File: config.mk
export PLATFORM = sky130hd
export DESIGN_NAME = sdram_multiport_bridge_flat
export DESIGN_NICKNAME = d
export VERILOG_FILES = /design/src/rtl/sdram_multiport_bridge_if.sv /design/src/rtl/sdram_multiport_bridge.sv /design/src/flat_wrapper.sv
export SDC_FILE = /design/constraint.sdc
export NUM_CORES = 1
export LEC_CHECK = 0
export CAP_MARGIN = 20
export CORE_MARGIN = 5
export CORE_UTILIZATION = 29
export CTS_CLUSTER_DIAMETER = 100
export DETAILED_ROUTE_END_ITERATION = 8
export PLACE_DENSITY_LB_ADDON = 0.05
export SETUP_SLACK_MARGIN = 0.15
export SYNTH_ARGS = -nofsm -noshare
export SYNTH_HDL_FRONTEND = slang
export SYNTH_SLANG_ARGS = --single-unit
File: constraint.sdc
create_clock -name sdram_clock -period 3.9 [get_ports sdram_clock]
set_input_delay 0.39 -clock sdram_clock [delete_from_list [all_inputs] [get_ports sdram_clock]]
set_output_delay 0.39 -clock sdram_clock [all_outputs]
set_load 0.02 [all_outputs]
File: src/rtl/sdram_multiport_bridge_if.sv
// sdram_multiport_bridge_if: access bus between the multiport bridge and the SDRAM controller
interface sdram_multiport_bridge_if;
    logic [24:0] access_address;
    logic [9:0]  access_num;
    logic [15:0] access_data_in;
    logic        write_request;
    logic        read_request;
    logic        enable_refresh;
    logic        sdram_ldqm;
    logic        sdram_udqm;
    logic [15:0] access_data_out;
    logic        write_flag;
    logic        read_flag;
    logic        idle;
    logic        refresh_mode;
    modport master (
        output access_address, access_num, access_data_in, write_request, read_request,
               enable_refresh, sdram_ldqm, sdram_udqm,
        input  access_data_out, write_flag, read_flag, idle, refresh_mode
    );
    modport slave (
        input  access_address, access_num, access_data_in, write_request, read_request,
               enable_refresh, sdram_ldqm, sdram_udqm,
        output access_data_out, write_flag, read_flag, idle, refresh_mode
    );
endinterface

File: src/rtl/sdram_multiport_bridge.sv
// sdram_multiport_bridge: round-robin arbiter putting NUM_CH word requesters onto one SDRAM controller port
module sdram_multiport_bridge #(
    parameter int NUM_CH      = 2,
    parameter int ADDR_W      = 22,
    parameter int REFRESH_MAX = 1024
) (
    input  logic                           sdram_clock,
    input  logic                           sdram_reset,
    input  logic [NUM_CH-1:0]              ch_req,
    input  logic [NUM_CH-1:0]              ch_we,
    input  logic [NUM_CH-1:0][ADDR_W-1:0]  ch_addr,
    input  logic [NUM_CH-1:0][15:0]        ch_wdata,
    input  logic [NUM_CH-1:0][1:0]         ch_be,
    output logic [NUM_CH-1:0]              ch_ack,
    output logic [15:0]                    ch_rdata,
    input  logic                           no_command_state,
    sdram_multiport_bridge_if.master       bus
);
    localparam int CW = NUM_CH > 1 ? $clog2(NUM_CH) : 1;
    localparam int RW = $clog2(REFRESH_MAX + 1);
    localparam logic [2:0] S_IDLE  = 3'd0;
    localparam logic [2:0] S_ISSUE = 3'd1;
    localparam logic [2:0] S_XFER  = 3'd2;
    localparam logic [2:0] S_DONE  = 3'd3;
    localparam logic [2:0] S_ABORT = 3'd4;

    logic [2:0]        state_q, state_d;
    logic [CW-1:0]     grant_q, grant_d, pick;
    logic [ADDR_W-1:0] addr_q, addr_d;
    logic              we_q, we_d;
    logic [15:0]       wdata_q, wdata_d, rdata_q, rdata_d;
    logic [1:0]        be_q, be_d;
    logic [NUM_CH-1:0] ack_q, ack_d;
    logic [2:0]        sync_q, sync_d;
    logic [RW-1:0]     rcnt_q, rcnt_d;
    logic              refresh_q, refresh_d;
    logic              busy, flag, req_held;

    assign busy     = state_q == S_ISSUE || state_q == S_XFER;
    assign flag     = we_q ? bus.write_flag : bus.read_flag;
    assign req_held = ch_req[grant_q];

    // next requester after the last granted one, wrapping; farther channels are overridden by nearer ones
    always_comb begin
        pick = grant_q;
        for (int i = NUM_CH; i >= 1; i--)
            if (ch_req[CW'((int'(grant_q) + i) % NUM_CH)]) pick = CW'((int'(grant_q) + i) % NUM_CH);
    end

    // access FSM: grant and latch, hand to the controller, then ack or abort
    always_comb begin
        state_d = state_q;
        grant_d = grant_q;
        addr_d  = addr_q;
        we_d    = we_q;
        wdata_d = wdata_q;
        be_d    = be_q;
        rdata_d = rdata_q;
        case (state_q)
            S_IDLE:
                if (bus.idle && !bus.refresh_mode && |ch_req) begin
                    grant_d = pick;
                    addr_d  = ch_addr[pick];
                    we_d    = ch_we[pick];
                    wdata_d = ch_wdata[pick];
                    be_d    = ch_be[pick];
                    state_d = (ch_we[pick] && ch_be[pick] == 2'b00) ? S_DONE : S_ISSUE;
                end
            S_ISSUE: state_d = !req_held ? S_ABORT : flag ? S_XFER : S_ISSUE;
            S_XFER:  state_d = !req_held ? S_ABORT : !flag ? S_DONE : S_XFER;
            S_DONE:  state_d = req_held ? S_DONE : S_IDLE;
            S_ABORT: state_d = bus.idle ? S_IDLE : S_ABORT;
            default: state_d = S_IDLE;
        endcase
        if (busy && !we_q && bus.read_flag) rdata_d = bus.access_data_out;
        ack_d = (state_d == S_DONE && state_q != S_DONE) ? NUM_CH'(1) << grant_d : '0;
    end

    // refresh: one pulse per synchronized rising edge or counter expiry, merged when both coincide
    always_comb begin
        sync_d    = {sync_q[1:0], no_command_state};
        refresh_d = (sync_q[1] && !sync_q[2]) || rcnt_q == RW'(REFRESH_MAX - 1);
        rcnt_d    = refresh_d ? '0 : rcnt_q + RW'(1);
    end

    // state registers; the pointer starts at the last channel so channel 0 wins first
    always_ff @(posedge sdram_clock or posedge sdram_reset) begin
        if (sdram_reset) begin
            state_q   <= S_IDLE;
            grant_q   <= CW'(NUM_CH - 1);
            addr_q    <= '0;
            we_q      <= 1'b0;
            wdata_q   <= '0;
            be_q      <= '0;
            rdata_q   <= '0;
            ack_q     <= '0;
            sync_q    <= '0;
            rcnt_q    <= '0;
            refresh_q <= 1'b0;
        end else begin
            state_q   <= state_d;
            grant_q   <= grant_d;
            addr_q    <= addr_d;
            we_q      <= we_d;
            wdata_q   <= wdata_d;
            be_q      <= be_d;
            rdata_q   <= rdata_d;
            ack_q     <= ack_d;
            sync_q    <= sync_d;
            rcnt_q    <= rcnt_d;
            refresh_q <= refresh_d;
        end
    end

    assign ch_ack             = ack_q;
    assign ch_rdata           = rdata_q;
    assign bus.access_num     = state_q != S_IDLE ? 10'd1 : 10'd0;
    assign bus.access_address = busy ? 25'(addr_q) : '0;
    assign bus.access_data_in = busy && we_q ? wdata_q : '0;
    assign bus.write_request  = state_q == S_ISSUE && we_q;
    assign bus.read_request   = state_q == S_ISSUE && !we_q;
    assign bus.enable_refresh = refresh_q;
    assign bus.sdram_ldqm     = state_q == S_ABORT || (busy && we_q && !be_q[0]);
    assign bus.sdram_udqm     = state_q == S_ABORT || (busy && we_q && !be_q[1]);
endmodule

File: src/flat_wrapper.sv
// flat-port wrapper written by rule: the top's interface ports become plain ports
module sdram_multiport_bridge_flat 
#(
    parameter int NUM_CH      = 2,
    parameter int ADDR_W      = 22,
    parameter int REFRESH_MAX = 1024
)
  (sdram_clock, sdram_reset, ch_req, ch_we, ch_addr, ch_wdata, ch_be, ch_ack, ch_rdata, no_command_state, bus_access_address, bus_access_num, bus_access_data_in, bus_write_request, bus_read_request, bus_enable_refresh, bus_sdram_ldqm, bus_sdram_udqm, bus_access_data_out, bus_write_flag, bus_read_flag, bus_idle, bus_refresh_mode);
  sdram_multiport_bridge_if bus_i ();
  input  logic sdram_clock;
  input  logic sdram_reset;
  input  logic [NUM_CH-1:0] ch_req;
  input  logic [NUM_CH-1:0] ch_we;
  input  logic [NUM_CH-1:0][ADDR_W-1:0] ch_addr;
  input  logic [NUM_CH-1:0][15:0] ch_wdata;
  input  logic [NUM_CH-1:0][1:0] ch_be;
  output logic [NUM_CH-1:0] ch_ack;
  output logic [15:0] ch_rdata;
  input  logic no_command_state;
  output wire logic [$bits(bus_i.access_address)-1:0] bus_access_address;
  output wire logic [$bits(bus_i.access_num)-1:0] bus_access_num;
  output wire logic [$bits(bus_i.access_data_in)-1:0] bus_access_data_in;
  output wire logic [$bits(bus_i.write_request)-1:0] bus_write_request;
  output wire logic [$bits(bus_i.read_request)-1:0] bus_read_request;
  output wire logic [$bits(bus_i.enable_refresh)-1:0] bus_enable_refresh;
  output wire logic [$bits(bus_i.sdram_ldqm)-1:0] bus_sdram_ldqm;
  output wire logic [$bits(bus_i.sdram_udqm)-1:0] bus_sdram_udqm;
  input wire logic [$bits(bus_i.access_data_out)-1:0] bus_access_data_out;
  input wire logic [$bits(bus_i.write_flag)-1:0] bus_write_flag;
  input wire logic [$bits(bus_i.read_flag)-1:0] bus_read_flag;
  input wire logic [$bits(bus_i.idle)-1:0] bus_idle;
  input wire logic [$bits(bus_i.refresh_mode)-1:0] bus_refresh_mode;
  assign bus_access_address = bus_i.access_address;
  assign bus_access_num = bus_i.access_num;
  assign bus_access_data_in = bus_i.access_data_in;
  assign bus_write_request = bus_i.write_request;
  assign bus_read_request = bus_i.read_request;
  assign bus_enable_refresh = bus_i.enable_refresh;
  assign bus_sdram_ldqm = bus_i.sdram_ldqm;
  assign bus_sdram_udqm = bus_i.sdram_udqm;
  assign bus_i.access_data_out = bus_access_data_out;
  assign bus_i.write_flag = bus_write_flag;
  assign bus_i.read_flag = bus_read_flag;
  assign bus_i.idle = bus_idle;
  assign bus_i.refresh_mode = bus_refresh_mode;
  sdram_multiport_bridge #(.NUM_CH(NUM_CH), .ADDR_W(ADDR_W), .REFRESH_MAX(REFRESH_MAX)) u_core (.sdram_clock(sdram_clock), .sdram_reset(sdram_reset), .ch_req(ch_req), .ch_we(ch_we), .ch_addr(ch_addr), .ch_wdata(ch_wdata), .ch_be(ch_be), .ch_ack(ch_ack), .ch_rdata(ch_rdata), .no_command_state(no_command_state), .bus(bus_i));
endmodule
==> impl_metrics.ini, run 1 <==
[floorplanning]
dieHeight_microns = 127
fp.dieW_microns = 127
die-area_sq_um = 16100
core_area_sq_um = 13300
row_cnt = 42
design.portCount = 181
floorplan.initialDensity_pct = 29.8

[routing]
route.detailed.drc = 0
vias = 3221
drt-pass1-iter-count = 4
detail_route.iter0.violations = 84
postRouteAntennaNets = 0
wirelength_microns = 10800
vias_per_cell = 4.50
wire_per_inst_microns = 15.1

[worst_setup_path]
setup.reg_to_reg.worst_slack_ns = 1.54
critPathMaxFanout = 34
r2r-end = u_core.ch_rdata[13]$_DFFE_PP0P_
endpoint_required_time_on_the_critical_path_ns = 3.51
timing_worst_setup_path_type = reg -> out
crit_path_start_kind = flip-flop
reg2reg_depth = 4
r2r_start = u_core.state_q[1]$_DFF_PP0_
worst_setup_path_end_kind = output port
worst_ep_arrival_time_ns = 2.51

[power]
leakagePower_nw = 2.59
p_per_area_nw_per_um2 = 722
ir_drop_uv = 253
total_power_mw = 4.38

[cells_and_area]
finalNetCount = 642
syn2layout_area_growth_pct = 53.4
mostFrequentLayoutCell = clkdlybuf4s50_1
fillCellCount = 1268
most-common-layout-cells = 168 x clkdlybuf4s50_1, 77 x dfrtp_1, 48 x nor2_1
sequential_cell_area_sq_um = 1950
antenna_cells_inserted = 0
drive_gt1_share_pct = 9.28
multiInputGateArea_sq_um = 1820

[sta]
timing.final.crit_period_ns = 2.90
fin_worst_skew_ns = 0.00635
period_utilisation_layout_pct = 74.3
timing.final.max_slew_violations = 0
setup_repair_after_global_routing_missed_its_margin = no
fmax_ghz = 0.345
final-hold-violation-count = 0
finalSetupViolCount = 0
worstMarginPinSlew_ns = 0.989
slew-limit-headroom_pct = 34.1
setup-tns-final_ns = 0

[logic_synthesis]
synth_area_leader_cell = dfrtp_1
synthDistinctLibCells = 44
yosys_register_bits = 78
avgSynthCellArea_sq_um = 10.6
netlist_area_sq_um = 3960
synth_seq_area_share_pct = 49.4
synth_top_cell_area_share_pct = 48.7
post_synth_main_area_contributors = dfrtp_1 49%, mux2i_1 11%, a21oi_1 5.4%
synth_instances = 375
synth.yosys.warnings = 0

[global_routing]
grt_pass1_wl_microns = 17200
grt_overflow = 0
antenna_found_initial = 0
grt_use_total_pct = 13.6
number_of_global_route_vias_before_repair = 3422
pin_count_of_the_biggest_net_entering_global_routing = 63

[status]
outcome = finished, final reports clean

[clock_tree]
clock_tree_from_tritoncts = done
cts.hold.buffers_added = 0
cts.reportedPaths.clkPinSlew_ns = 0.06
cts_num_sinks = 78
cts_max_path_buffers = 2
root_buffer = clkbuf_16
post_cts.resized_instances = 0
numCtsBuffers = 9
clock_h_tree_levels = 3
clk-insertion-delay-late_ns = 0.34
post_cts_setup_bufs = 0

[min_path]
hold_path_startpoint = u_core.sync_q[0]$_DFF_PP0_
hold_depth = 0
hold_path.class = reg -> reg
worst_hold_path.endpoint = u_core.sync_q[1]$_DFF_PP0_

[place]
number_of_buffer_cells_added_on_primary_ports = 168
dpl.hpwl_microns = 7850
place.gp.congestion = 0.769

[run]
cap_violations = 0
## cell usage after synthesis (all sizes together)
| cell type | number |
|---|---|
| o31ai | 1 |
| nand2 | 9 |
| mux2i | 43 |
| o21bai | 1 |
| xnor2 | 8 |
| o21ai | 3 |
| o211ai | 2 |
| o32ai | 1 |
| and2 | 22 |
| a22oi | 1 |
| a31o | 1 |
| nand2b | 3 |
| inv | 7 |
| nor4b | 1 |
| nor4 | 2 |
| dfstp | 1 |
| o211a | 1 |
| buf | 28 |
| clkbuf | 7 |
| nor2b | 1 |
| ha | 1 |
| mux2 | 18 |
| xor2 | 2 |
| nor3 | 5 |
| dfrtp | 77 |
| conb | 1 |
| nor2 | 57 |
| and3 | 17 |
| or4 | 1 |
| nor3b | 3 |
| and3b | 1 |
| a21oi | 44 |
| nand3 | 5 |
## through the flow
step / hold slack (ns) / cell area, sq um / cells / util (%) / setup WS [ns]
detailed placement: 0.340 / 5750 / 699 / 43.2 / 1.33
global route: 0.367 / 6070 / 715 / 45.6 / 0.798
global placement: 0.348 / 5750 / 699 / 43.2 / 1.42
finish: 0.360 / 6070 / 715 / 45.6 / 1.00
CTS: 0.364 / 6070 / 715 / 45.6 / 0.939
floorplan: 0.331 / 4000 / 386 / - / 1.52
## worst max-delay path by stage
stage | startpoint | endpoint | depth (start not counted)
after floorplan | sdram_reset | u_core.addr_q[0]$_DFFE_PP0P_ | 1
after global placement | u_core.state_q[0]$_DFF_PP0_ | bus_access_data_in[5] | 5
after detailed placement | u_core.state_q[1]$_DFF_PP0_ | bus_access_data_in[9] | 5
after CTS | u_core.state_q[1]$_DFF_PP0_ | bus_access_data_in[9] | 5
after global routing | u_core.state_q[1]$_DFF_PP0_ | bus_access_data_in[1] | 5
final | u_core.state_q[1]$_DFF_PP0_ | bus_access_data_in[9] | 5
## logic make-up (layout without fill, tap and decap cells)
family / count (synthesis) / count (layout) / synth area share (%)
and+or+nand+nor: 127 / 127 / 17.0
DFF: 78 / 78 / 49.4
muxes: 61 / 61 / 17.0
AOI/OAI and AO/OA: 55 / 55 / 7.97
buffers and inverters: 42 / 195 / 5.95
xor gates and xnor gates: 10 / 10 / 2.40
adders and majority gates: 1 / 1 / 0.316
other: 1 / 12 / 0.0948
## state kept, by name (all words and copies together) (netlist names)
register	flops
u_core.addr_q	22
u_core.ch_rdata	16
u_core.wdata_q	16
u_core.rcnt_q	11
u_core.state_q	3
u_core.sync_q	3
u_core.be_q	2
u_core.ch_ack	2
u_core.bus.enable_refresh	1
u_core.grant_q	1
u_core.we_q	1
## where the power goes
group	switching, mW	internal (mW)	total, mW
Combinational	1.05	1.07	2.12
Clock	0.328	0.566	0.894
Sequential	0.228	1.14	1.36
Total	1.61	2.78	4.38
## layer usage
metal,wire length (microns),global-route usage (%),vias up
met5,0,0,-
met1,4760,16.5,1514
met4,146,4.29,0
met2,4940,21.4,120
met3,981,6.81,13
li1,-,-,1574
## worst max-delay path: stages (launching register included)
cell and delay (ns):
dfrtp_1 0.45, nand2b_1 0.23, a21oi_2 0.30, buf_4 0.34, and3_1 0.21, clkdlybuf4s50_1 0.61
## final cells by class
cell class / instances / share of cell area, %
sequential: 78 / 32.2
multi-input combinational: 266 / 30.0
timing repair buffer: 172 / 28.4
clock buffer: 14 / 4.68
tap: 176 / 3.63
clock inverter: 2 / 0.619
inverter: 7 / 0.454
(Power assumes the default switching activity.)
==> run 2: changes to the inputs <==
==> constraint.sdc (replaced) <==
create_clock -name sdram_clock -period 2.93 [get_ports sdram_clock]
set_input_delay 0.293 -clock sdram_clock [delete_from_list [all_inputs] [get_ports sdram_clock]]
set_output_delay 0.293 -clock sdram_clock [all_outputs]
set_load 0.02 [all_outputs]
==> run 2 against run 1 <==
Against the previous run:
- sequential cell count stayed put
- sequential share of layout area fell by 0.26 points
- register-to-register slack worse by 0.71 ns
- largest cell class unchanged
- wire length grew 2.1%
- sequential power up 32%
- core utilization up 0.37 points
- global-route usage grew 0.63 points
- non-clock buffer count increased by 5
- combinational power up 36%
- clock power up 36%
- first-iteration DRC count grew 57%
- final cell count grew 0.70%
==> impl_metrics.ini, run 2 (synthesis results as in run 1) <==
[worst_setup_path]
timing_worst_setup_path_type = reg -> out
crit_path_start_kind = flip-flop
endpoint_required_time_on_the_critical_path_ns = 2.64
worst_setup_path_end_kind = output port
critPathMaxFanout = 23
worst_ep_arrival_time_ns = 2.34

[cells_and_area]
syn2layout_area_growth_pct = 54.6
mostFrequentLayoutCell = clkdlybuf4s50_1
drive_gt1_share_pct = 10.1
layout.core_utilization_pct = 46.0
fillCellCount = 1256
antenna_cells_inserted = 0
largest_register = u_core.addr_q
most-common-layout-cells = 166 x clkdlybuf4s50_1, 77 x dfrtp_1, 48 x nor2_1
finalNetCount = 647
largest_register_ff_count = 22

[sta]
timing.final.crit_period_ns = 2.63
period_utilisation_layout_pct = 89.8
worstMarginPinSlew_ns = 0.872
setup_repair_after_global_routing_missed_its_margin = no
fin_worst_skew_ns = 0.00512
slew-limit-headroom_pct = 41.9
timing.final.max_slew_violations = 0
setup-tns-final_ns = 0
final-hold-violation-count = 0
fmax_ghz = 0.380
finalSetupViolCount = 0

[clock_tree]
clk-insertion-delay-late_ns = 0.34
numCtsBuffers = 9
post_cts_setup_bufs = 0
clock_h_tree_levels = 3
post_cts.resized_instances = 1
cts.reportedPaths.clkPinSlew_ns = 0.06
clock_tree_from_tritoncts = done
cts.hold.buffers_added = 0
cts_max_path_buffers = 2
root_buffer = clkbuf_16
cts_num_sinks = 78

[power]
p_per_area_nw_per_um2 = 967
ir_drop_uv = 408
leakagePower_nw = 2.65

[global_routing]
grt_pass1_wl_microns = 18000
grt_overflow = 0
number_of_global_route_vias_before_repair = 3470
antenna_found_initial = 0
pin_count_of_the_biggest_net_entering_global_routing = 57
grt_use_total_pct = 14.3

[run]
cap_violations = 0

[min_path]
hold_path.class = in -> async

[place]
place.gp.congestion = 0.755
dpl.hpwl_microns = 8200
number_of_buffer_cells_added_on_primary_ports = 168

[routing]
detail_route.iter0.violations = 132
drt-pass1-iter-count = 4
route.detailed.drc = 0
wirelength_microns = 11100
vias = 3173
postRouteAntennaNets = 0
vias_per_cell = 4.41
wire_per_inst_microns = 15.4

[floorplanning]
design.portCount = 181
row_cnt = 42
core_area_sq_um = 13300
fp.dieW_microns = 127
die-area_sq_um = 16100
dieHeight_microns = 127
floorplan.initialDensity_pct = 29.8

[status]
outcome = finished, final reports clean
run 2: changes by cell type in the layout (fill, tap and decap cells not counted), sizes merged:
cell / delta
bufinv: +1
clkbuf: -3
clkdlybuf4s50: -2
inv: +1
clkinv: +1
buf: +5
dlymetal6s2s: +2
run 2: routing by layer:
| layer | global-route usage (%) | vias to the layer above | part of all wire [%] |
|---|---|---|---|
| li1 | - | 1578 | - |
| met1 | 17.6 | 1465 | 43 |
| met2 | 22.0 | 119 | 46 |
| met3 | 6.94 | 11 | 9.3 |
| met4 | 4.73 | 0 | 1.2 |
| met5 | 0 | - | 0 |
run 2: cell type report:
type	instances	area, sq um	share of cell area [%]
tap	176	220	3.60
timing repair buffer	177	1770	28.9
clock buffer	11	243	3.97
inverter	7	27.5	0.450
multi-input combinational	266	1820	29.8
sequential	78	1950	31.9
clock inverter	5	81.3	1.33
run 2: path summary, 6_finish.rpt:
check,start,end,slack (ns),cells past startpoint
worst max-delay path,u_core.state_q[1]$_DFF_PP0_,bus_access_data_in[4],0.30,5
worst min-delay path,sdram_reset,u_core.wdata_q[1]$_DFFE_PP0P_,0.34,2
worst max register to register,u_core.state_q[1]$_DFF_PP0_,u_core.ch_rdata[11]$_DFFE_PP0P_,0.83,6
worst min register to register,u_core.sync_q[0]$_DFF_PP0_,u_core.sync_q[1]$_DFF_PP0_,0.36,0
max in group asynchronous,sdram_reset,u_core.ch_rdata[12]$_DFFE_PP0P_,1.92,3
min in group sdram_clock,u_core.sync_q[0]$_DFF_PP0_,u_core.sync_q[1]$_DFF_PP0_,0.36,0
run 2: metrics by stage:
stage | hold slack [ns] | area [sq um] | cells | setup slack [ns] | total power [mW]
finish | 0.338 | 6120 | 720 | 0.298 | 5.92
global route | 0.367 | 6120 | 720 | 0.187 | 6.32
CTS | 0.357 | 6110 | 720 | 0.159 | 6.03
detailed placement | 0.337 | 5780 | 704 | 0.298 | 4.75
global placement | 0.346 | 5780 | 704 | 0.370 | 4.74
floorplan | 0.324 | 4000 | 386 | 0.644 | 3.51
run 2: power breakdown:
group          internal [mW]  switching [mW]  total [mW]  leakage (nW)
Combinational           1.46            1.43        2.89          1.58
Clock                  0.771           0.452        1.22         0.156
Sequential              1.51           0.291        1.80         0.921
Total                   3.74            2.17        5.92          2.65
run 2: worst max-delay path, cell delays in order, from the launching register on:
cell and delay (ns):
dfrtp_1 0.46, nand2b_1 0.23, a21oi_2 0.23, buf_6 0.24, and3_1 0.21, clkdlybuf4s50_1 0.62
==> run 3: changes to the inputs <==
--- a/config.mk
+++ b/config.mk
@@ -6,7 +6,7 @@
 export NUM_CORES = 1
 export LEC_CHECK = 0
 export CAP_MARGIN = 20
-export CORE_MARGIN = 5
+export CORE_MARGIN = 2
 export CORE_UTILIZATION = 29
 export CTS_CLUSTER_DIAMETER = 100
 export DETAILED_ROUTE_END_ITERATION = 8
==> run 3 against run 2 <==
Against the previous run:
- setup slack got worse by 0.0085 ns
- clock power about the same
- core utilization increased by 0.094 points
- global-route usage increased by 0.97 points
- first-iteration DRC count decreased by 17%
- highest routed layer unchanged
- clock skew increased by 0.00092 ns
- final cell count unchanged
- total power increased by 0.50%
- worst hold slack improved by 0.011 ns
==> impl_metrics.ini, run 3 (synthesis results as in run 1) <==
[status]
outcome = finished, final reports clean

[sta]
setup_repair_after_global_routing_missed_its_margin = no
slew-limit-headroom_pct = 44.1
period_utilisation_layout_pct = 90.1
worstMarginPinSlew_ns = 0.837
fin_worst_skew_ns = 0.00604
timing.final.crit_period_ns = 2.64
setup-tns-final_ns = 0
finalSetupViolCount = 0
final-hold-violation-count = 0
timing.final.max_slew_violations = 0
fmax_ghz = 0.379

[clock_tree]
cts_max_path_buffers = 2
post_cts_setup_bufs = 0
clk-insertion-delay-late_ns = 0.33
clock_tree_from_tritoncts = done
cts.hold.buffers_added = 0
clock_h_tree_levels = 3
root_buffer = clkbuf_16
post_cts.resized_instances = 0
cts.reportedPaths.clkPinSlew_ns = 0.06
numCtsBuffers = 9
cts_num_sinks = 78

[global_routing]
grt_use_total_pct = 15.2
grt_overflow = 0
pin_count_of_the_biggest_net_entering_global_routing = 83
grt_pass1_wl_microns = 17200
number_of_global_route_vias_before_repair = 3382
antenna_found_initial = 0

[routing]
wire_per_inst_microns = 14.7
top_layer = met4
vias_per_cell = 4.43
wirelength_microns = 10600
route.detailed.drc = 0
detail_route.iter0.violations = 109
met2_wl_microns = 4820
postRouteAntennaNets = 0
vias = 3193
wirelength_met1_microns = 4790
wl_met3_microns = 777
drt-pass1-iter-count = 4

[worst_setup_path]
timing_worst_setup_path_type = reg -> out
worst_setup_path_end_kind = output port
worst_ep_arrival_time_ns = 2.35
crit_path_max_incr_delay_ns = 0.63
critPathMaxFanout = 34
crit_chain = nand2b_1 -> a21oi_2 -> buf_8 -> nand2_1 -> o21ai_0 -> clkdlybuf4s50_1
worst_path_max_delay_cell = clkdlybuf4s50_1
endpoint_required_time_on_the_critical_path_ns = 2.64
crit_path_start_kind = flip-flop

[power]
ir_drop_uv = 439
leakagePower_nw = 2.65
p_per_area_nw_per_um2 = 970
total_power_mw = 5.95

[floorplanning]
dieHeight_microns = 121
row_cnt = 42
core_area_sq_um = 13300
design.portCount = 181
die-area_sq_um = 14600
fp.dieW_microns = 121
floorplan.initialDensity_pct = 29.8

[min_path]
hold_path.class = reg -> reg

[cells_and_area]
largest_register_ff_count = 22
antenna_cells_inserted = 0
finalNetCount = 647
stdcell_area_sq_um = 6130
syn2layout_area_growth_pct = 54.9
mostFrequentLayoutCell = clkdlybuf4s50_1
largest_register = u_core.addr_q
most-common-layout-cells = 167 x clkdlybuf4s50_1, 77 x dfrtp_1, 48 x nor2_1
post_layout_nonfiller_instances = 720
drive_gt1_share_pct = 10.1

[place]
place.gp.congestion = 0.712
number_of_buffer_cells_added_on_primary_ports = 168
dpl.hpwl_microns = 7500
placed_cells = 704
postPlaceCellArea_sq_um = 5780

[run]
cap_violations = 0
==> run 3: cell types whose count changed in the layout (fill, tap and decap cells not counted), sizes merged <==
cell,before,now
clkbuf,11,13
clkdlybuf4s50,166,167
clkinvlp,1,0
inv,7,6
dlymetal6s2s,2,1
==> run 3: metrics by stage <==
stage | hold WS [ns] | worst slack (ns) | util [%]
after CTS | 0.354 | 0.167 | 46.0
after global placement | 0.344 | 0.573 | 43.5
final | 0.349 | 0.290 | 46.1
after floorplan | 0.324 | 0.644 | -
after global routing | 0.375 | 0.154 | 46.1
after detailed placement | 0.344 | 0.534 | 43.5
==> run 3: routing by layer <==
| layer | up-vias | GRT usage, % |
|---|---|---|
| met3 | 13 | 4.29 |
| met4 | 0 | 5.67 |
| met1 | 1481 | 19.8 |
| li1 | 1580 | - |
| met2 | 119 | 24.2 |
| met5 | - | 0 |
==> run 3: critical path: cells and delay by family (launching register included) <==
kind,cells,cell delay (ns)
AO/OA/AOI/OAI,2,0.39
buffers and inverters,2,0.86
flip-flops,1,0.45
AND/OR/NAND/NOR,2,0.32
==> run 3: final cells by class <==
type	count	area [sq um]
clock inverters	3	65.1
flip-flops and latches	78	1950
multi-input cells	266	1820
well taps	176	220
clock buffers	13	270
repair buffers	177	1770
inverters	7	27.5
fillers	1250	7170
==> run 3: worst paths after layout <==
| path | startpoint | endpoint | cells after the start | slack (ns) |
|---|---|---|---|---|
| setup / recovery | u_core.state_q[1]$_DFF_PP0_ | bus_sdram_ldqm | 6 | 0.29 |
| hold / removal | u_core.sync_q[0]$_DFF_PP0_ | u_core.sync_q[1]$_DFF_PP0_ | 0 | 0.35 |
| setup reg to reg | u_core.state_q[1]$_DFF_PP0_ | u_core.ch_rdata[15]$_DFFE_PP0P_ | 6 | 0.93 |
| hold reg to reg | u_core.sync_q[0]$_DFF_PP0_ | u_core.sync_q[1]$_DFF_PP0_ | 0 | 0.35 |
| max in group asynchronous | sdram_reset | u_core.addr_q[21]$_DFFE_PP0P_ | 3 | 1.80 |
| min in group asynchronous | sdram_reset | u_core.addr_q[1]$_DFFE_PP0P_ | 2 | 0.43 |
==> run 3: power by group <==
group | internal, mW | total [mW] | switching (mW) | leakage [nW]
Combinational | 1.46 | 2.90 | 1.44 | 1.56
Clock | 0.815 | 1.24 | 0.426 | 0.166
Sequential | 1.51 | 1.80 | 0.292 | 0.921
